`config.mk`:
```
export PLATFORM = sky130hd
export DESIGN_NAME = ks16_pipe_subtractor
export DESIGN_NICKNAME = d
export VERILOG_FILES = /design/src/rtl/ks_pkg.sv /design/src/rtl/ks_prefix_cell.sv /design/src/rtl/ks16_pipe_subtractor.sv
export SDC_FILE = /design/constraint.sdc
export NUM_CORES = 1
export LEC_CHECK = 0
export ABC_AREA = 1
export CAP_MARGIN = 15
export CORE_MARGIN = 8
export CORE_UTILIZATION = 40
export DETAILED_ROUTE_END_ITERATION = 6
export SYNTH_ARGS = -nofsm -noshare
export SYNTH_HDL_FRONTEND = slang
export SYNTH_HIERARCHICAL = 1
export SYNTH_SLANG_ARGS = --single-unit
```
`constraint.sdc`:
```
create_clock -name clk -period 3.4 [get_ports clk]
set_input_delay 0.68 -clock clk [delete_from_list [all_inputs] [get_ports clk]]
set_output_delay 0.68 -clock clk [all_outputs]
set_load 0.05 [all_outputs]
```
`src/rtl/ks_pkg.sv`:
```
// Shared Kogge-Stone definitions for the adder and subtractor datapaths:
// operand width, prefix depth, the per-column (G, P) pair and the leaf cell.
package ks_pkg;

   localparam int WIDTH  = 16;
   localparam int LEVELS = 4;

   typedef struct packed {
      logic g;
      logic p;
   } gp_t;

   // Bit-level generate/propagate for one column of a + b'.
   function automatic gp_t ks_leaf(input logic a, input logic b);
      gp_t r;
      r.g = a & b;
      r.p = a ^ b;
      return r;
   endfunction

endpackage

```
`src/rtl/ks_prefix_cell.sv`:
```
// Black prefix node: merges a high (G, P) group with the adjacent low group.
module ks_prefix_cell (
   input  logic Gh,
   input  logic Ph,
   input  logic Gl,
   input  logic Pl,
   output logic G,
   output logic P
);

   assign G = Gh | (Ph & Gl);
   assign P = Ph & Pl;

endmodule

```
`src/rtl/ks16_pipe_subtractor.sv`:
```
// 16-bit Kogge-Stone subtractor, diff = a - b - bin, three registered stages
// with a bubble-collapsing valid/ready pipeline and a pass-through tag.
module ks16_pipe_subtractor
   import ks_pkg::*;
#(
   parameter int WIDTH = 16,
   parameter int TAG_W = 4
) (
   input  logic             clk,
   input  logic             rst_n,
   input  logic             in_valid,
   output logic             in_ready,
   input  logic [WIDTH-1:0] in_a,
   input  logic [WIDTH-1:0] in_b,
   input  logic             in_bin,
   input  logic [TAG_W-1:0] in_tag,
   output logic             out_valid,
   input  logic             out_ready,
   output logic [WIDTH-1:0] out_diff,
   output logic             out_bout,
   output logic             out_ovf,
   output logic             out_zero,
   output logic [TAG_W-1:0] out_tag
);

   if (WIDTH != ks_pkg::WIDTH || LEVELS != 4) begin : g_width_chk
      $error("ks16_pipe_subtractor: WIDTH must be 16 (four prefix levels)");
   end

   logic             vld_p1, vld_p2, vld_p3;
   logic             adv_1, adv_2, adv_3;

   logic [WIDTH-1:0] b_n;
   logic             c0;
   gp_t              leaf [WIDTH];
   gp_t              l0   [WIDTH];
   gp_t              l1   [WIDTH];
   gp_t              l2   [WIDTH];
   gp_t              l3   [WIDTH];
   gp_t              l4   [WIDTH];
   logic [WIDTH-1:0] p_l4_unused;

   gp_t              gp_p1 [WIDTH];
   logic [WIDTH-1:0] p_p1;
   logic             c0_p1;
   logic [TAG_W-1:0] tag_p1;

   logic [WIDTH-1:0] c_p2;
   logic [WIDTH-1:0] p_p2;
   logic             c0_p2;
   logic [TAG_W-1:0] tag_p2;

   logic [WIDTH-1:0] diff_s3;

   // Bubble-collapsing advance chain: an empty stage always accepts.
   assign adv_3     = ~vld_p3 | out_ready;
   assign adv_2     = ~vld_p2 | adv_3;
   assign adv_1     = ~vld_p1 | adv_2;
   assign in_ready  = rst_n & adv_1;
   assign out_valid = vld_p3;

   assign b_n = ~in_b;
   assign c0  = ~in_bin;

   for (genvar i = 0; i < WIDTH; i++) begin : g_leaf
      assign leaf[i] = ks_leaf(in_a[i], b_n[i]);
      if (i == 0) begin : g_fold
         // Column 0 absorbs the carry-in, so every prefix G is a true carry.
         assign l0[i] = '{g: leaf[i].g | (leaf[i].p & c0), p: 1'b0};
      end else begin : g_pass
         assign l0[i] = leaf[i];
      end
   end

   for (genvar i = 0; i < WIDTH; i++) begin : g_lvl1
      if (i >= 1) begin : g_node
         ks_prefix_cell u_cell (
            .Gh(l0[i].g), .Ph(l0[i].p), .Gl(l0[i-1].g), .Pl(l0[i-1].p),
            .G(l1[i].g), .P(l1[i].p)
         );
      end else begin : g_wire
         assign l1[i] = l0[i];
      end
   end

   for (genvar i = 0; i < WIDTH; i++) begin : g_lvl2
      if (i >= 2) begin : g_node
         ks_prefix_cell u_cell (
            .Gh(l1[i].g), .Ph(l1[i].p), .Gl(l1[i-2].g), .Pl(l1[i-2].p),
            .G(l2[i].g), .P(l2[i].p)
         );
      end else begin : g_wire
         assign l2[i] = l1[i];
      end
   end

   for (genvar i = 0; i < WIDTH; i++) begin : g_lvl3
      if (i >= 4) begin : g_node
         ks_prefix_cell u_cell (
            .Gh(gp_p1[i].g), .Ph(gp_p1[i].p), .Gl(gp_p1[i-4].g), .Pl(gp_p1[i-4].p),
            .G(l3[i].g), .P(l3[i].p)
         );
      end else begin : g_wire
         assign l3[i] = gp_p1[i];
      end
   end

   for (genvar i = 0; i < WIDTH; i++) begin : g_lvl4
      if (i >= 8) begin : g_node
         ks_prefix_cell u_cell (
            .Gh(l3[i].g), .Ph(l3[i].p), .Gl(l3[i-8].g), .Pl(l3[i-8].p),
            .G(l4[i].g), .P(l4[i].p)
         );
      end else begin : g_wire
         assign l4[i] = l3[i];
      end
      // Group propagate is meaningless once every column spans down to bit 0.
      assign p_l4_unused[i] = l4[i].p;
   end

   assign diff_s3 = p_p2 ^ {c_p2[WIDTH-2:0], c0_p2};

   // Control and output registers: cleared asynchronously.
   always_ff @(posedge clk or negedge rst_n) begin
      if (!rst_n) begin
         vld_p1   <= 1'b0;
         vld_p2   <= 1'b0;
         vld_p3   <= 1'b0;
         out_diff <= '0;
         out_bout <= 1'b0;
         out_ovf  <= 1'b0;
         out_zero <= 1'b0;
         out_tag  <= '0;
      end else begin
         if (adv_1) vld_p1 <= in_valid;
         if (adv_2) vld_p2 <= vld_p1;
         if (adv_3) begin
            vld_p3 <= vld_p2;
            if (vld_p2) begin
               out_diff <= diff_s3;
               out_bout <= ~c_p2[WIDTH-1];
               out_ovf  <= c_p2[WIDTH-1] ^ c_p2[WIDTH-2];
               out_zero <= (diff_s3 == '0);
               out_tag  <= tag_p2;
            end
         end
      end
   end

   // Stage 1 / stage 2 datapath: loaded only on a transfer into the stage.
   always_ff @(posedge clk) begin
      if (adv_1 && in_valid) begin
         for (int i = 0; i < WIDTH; i++) begin
            gp_p1[i] <= l2[i];
            p_p1[i]  <= leaf[i].p;
         end
         c0_p1  <= c0;
         tag_p1 <= in_tag;
      end
      if (adv_2 && vld_p1) begin
         for (int i = 0; i < WIDTH; i++) c_p2[i] <= l4[i].g;
         p_p2   <= p_p1;
         c0_p2  <= c0_p1;
         tag_p2 <= tag_p1;
      end
   end

endmodule

```
==> run summary <==
Core footprint: 12000 sq um
Finished Layout Cells: 721
Clk_lat worst skew: 0.34 ns
CP Capture Point: in_ready
All-Layer GR Usage: 11.3%
GR Overflow Total: 0
Class of the worst hold path: reg -> reg
Gpl congestion: 0.750
Status: complete, no violations
DRC: 0
Rel. slew slack: 58.2%
Vias: 3058
Final #Nets: 626
CP Launch Type: input pin
Worst-path clk slew: 0.07 ns
WP data required: 2.72 ns
Worst-path fanout max: 3
Vias in the first global route: 3069
Die Y-Extent: 127 microns
Maximum clock frequency: 418 MHz
CTS Hold Bufs: 0
First-pass GRT wire length: 14300 microns
Worst Path Arrival: 1.71 ns
Yosys warns: 6
Initial drt markers: 192
CP startpoint: out_ready
Post-DP HPWL: 6400 microns
Clk buf depth: 2
Peak supply drop: 0.000246 V
Lkg Pwr: 0.00297 uW
Die area: 16100 sq um
FP Rows: 40
Max-slew violations: 0
Post-Synthesis Cells: 494
Initial antenna violation count: 0
Initial core utilization: 40.9%
Post-CTS Setup Bufs: 0
Endpoints failing hold: 0
RSZ-0062 raised after global routing: false
Average size of a mapped cell: 9.95 sq um
Fin crit period: 2.39 ns
Clock root cell: clkbuf_16
Most frequent cells in the layout: nand2_1, inv_1, edfxtp_1
# resized after CTS: 0
Reg-to-reg slack, setup: 1.72 ns
Final TNS setup: 0 ns
DRT Pass-1 Iters: 6
Synth Net Count: 551
Slew @ Worst Pin: 0.627 ns
Max Clock Skew: 0.00651 ns
Via density: 4.24
Clock sinks: 112
CTS tree: done
Die W: 127 microns
R2R Path Start: out_valid$_DFFE_PN0P_
Dpl cells: 705
Post-Synthesis Cell Area: 4910 sq um
Pwr per Cell Area: 703 nW/um^2
FF-to-FF End: p_p1[15]$_DFFE_PP_
Leading cell type in the layout, fill and taps excluded: nand2_1
Tcrit/Tclk final: 70.3%
CTS H-Tree Depth: 3
Synth-to-layout area growth: 22.6%
CTS buffer count: 9
WL final: 8470 microns
Worst reg2reg path depth: 6
Largest net degree at the start of global routing: 50
Avg WL per Cell: 11.8 microns
Layout cells sized above 1: 3.83%
I/O Buffers: 65
I/O pins: 66
Setup violators final: 0
DRT antenna net count: 0
Critical Path Sink Type: output pin
Total power: 4240 uW
Number of antenna diodes: 0
Kind of critical path: in -> out
Max cap viols: 0
## how the worst min path moves through the flow
stage	startpoint	end	slack, ns	cells after the start
after detailed placement	p_p1[13]$_DFFE_PP_	p_p2[13]$_DFFE_PP_	0.41	0
after floorplan	rst_n	out_bout$_DFFE_PN0P_	0.38	0
after CTS	p_p1[13]$_DFFE_PP_	p_p2[13]$_DFFE_PP_	0.43	0
after global routing	c0_p1$_DFFE_PP_	c0_p2$_DFFE_PP_	0.44	0
after global placement	tag_p1[1]$_DFFE_PP_	tag_p2[1]$_DFFE_PP_	0.40	0
final	p_p1[13]$_DFFE_PP_	p_p2[13]$_DFFE_PP_	0.42	0
## state kept, by name, summed over array words and instances (netlist names), 4 cells and up
| register | cells |
|---|---|
| p_p2 | 16 |
| out_tag | 4 |
| tag_p1 | 4 |
| tag_p2 | 4 |
| out_diff | 16 |
| gp_p1 | 28 |
| c_p2 | 16 |
| p_p1 | 16 |
## area by class of cell
type                    instances  area [sq um]
inverters                     117           439
well taps                     147           184
clock inverters                 6          45.0
flip-flops and latches        112          3230
clock buffers                  10           229
repair buffers                 68           683
multi-input cells             261          1210
fillers                      1121          5990
## worst max-delay path, cell delays in order
cell             delay [ns]
clkdlybuf4s50_1        0.40
inv_1                  0.06
nand2_2                0.07
nor2_1                 0.12
nand2_1                0.11
nand2_1                0.07
inv_1                  0.06
buf_12                 0.14
## metrics by stage
step | worst slack (ns) | hold slack (ns) | util (%) | instance area (sq um)
floorplan | 1.03 | 0.384 | - | 4910
global placement | 0.947 | 0.405 | 47.9 | 5750
detailed placement | 0.938 | 0.408 | 47.9 | 5750
CTS | 1.01 | 0.425 | 50.2 | 6030
global route | 0.884 | 0.436 | 50.2 | 6030
finish | 1.01 | 0.423 | 50.2 | 6030
## power breakdown
| group | switching (uW) | leakage (uW) | internal (uW) | total (uW) |
|---|---|---|---|---|
| sequential | 145 | 0.00115 | 1810 | 1950 |
| combinational | 888 | 0.00169 | 430 | 1320 |
| clock | 465 | 0.000127 | 500 | 965 |
| total | 1500 | 0.00297 | 2740 | 4240 |
## per-layer routing
layer | up-vias | part of all wire (%) | global-route usage, %
met1 | 1342 | 48 | 14.1
met4 | 0 | 1.6 | 4.41
met3 | 11 | 4.8 | 3.18
met2 | 59 | 46 | 18.1
li1 | 1646 | - | -
met5 | - | 0 | 0
Power figures use the tool's default switching activity.
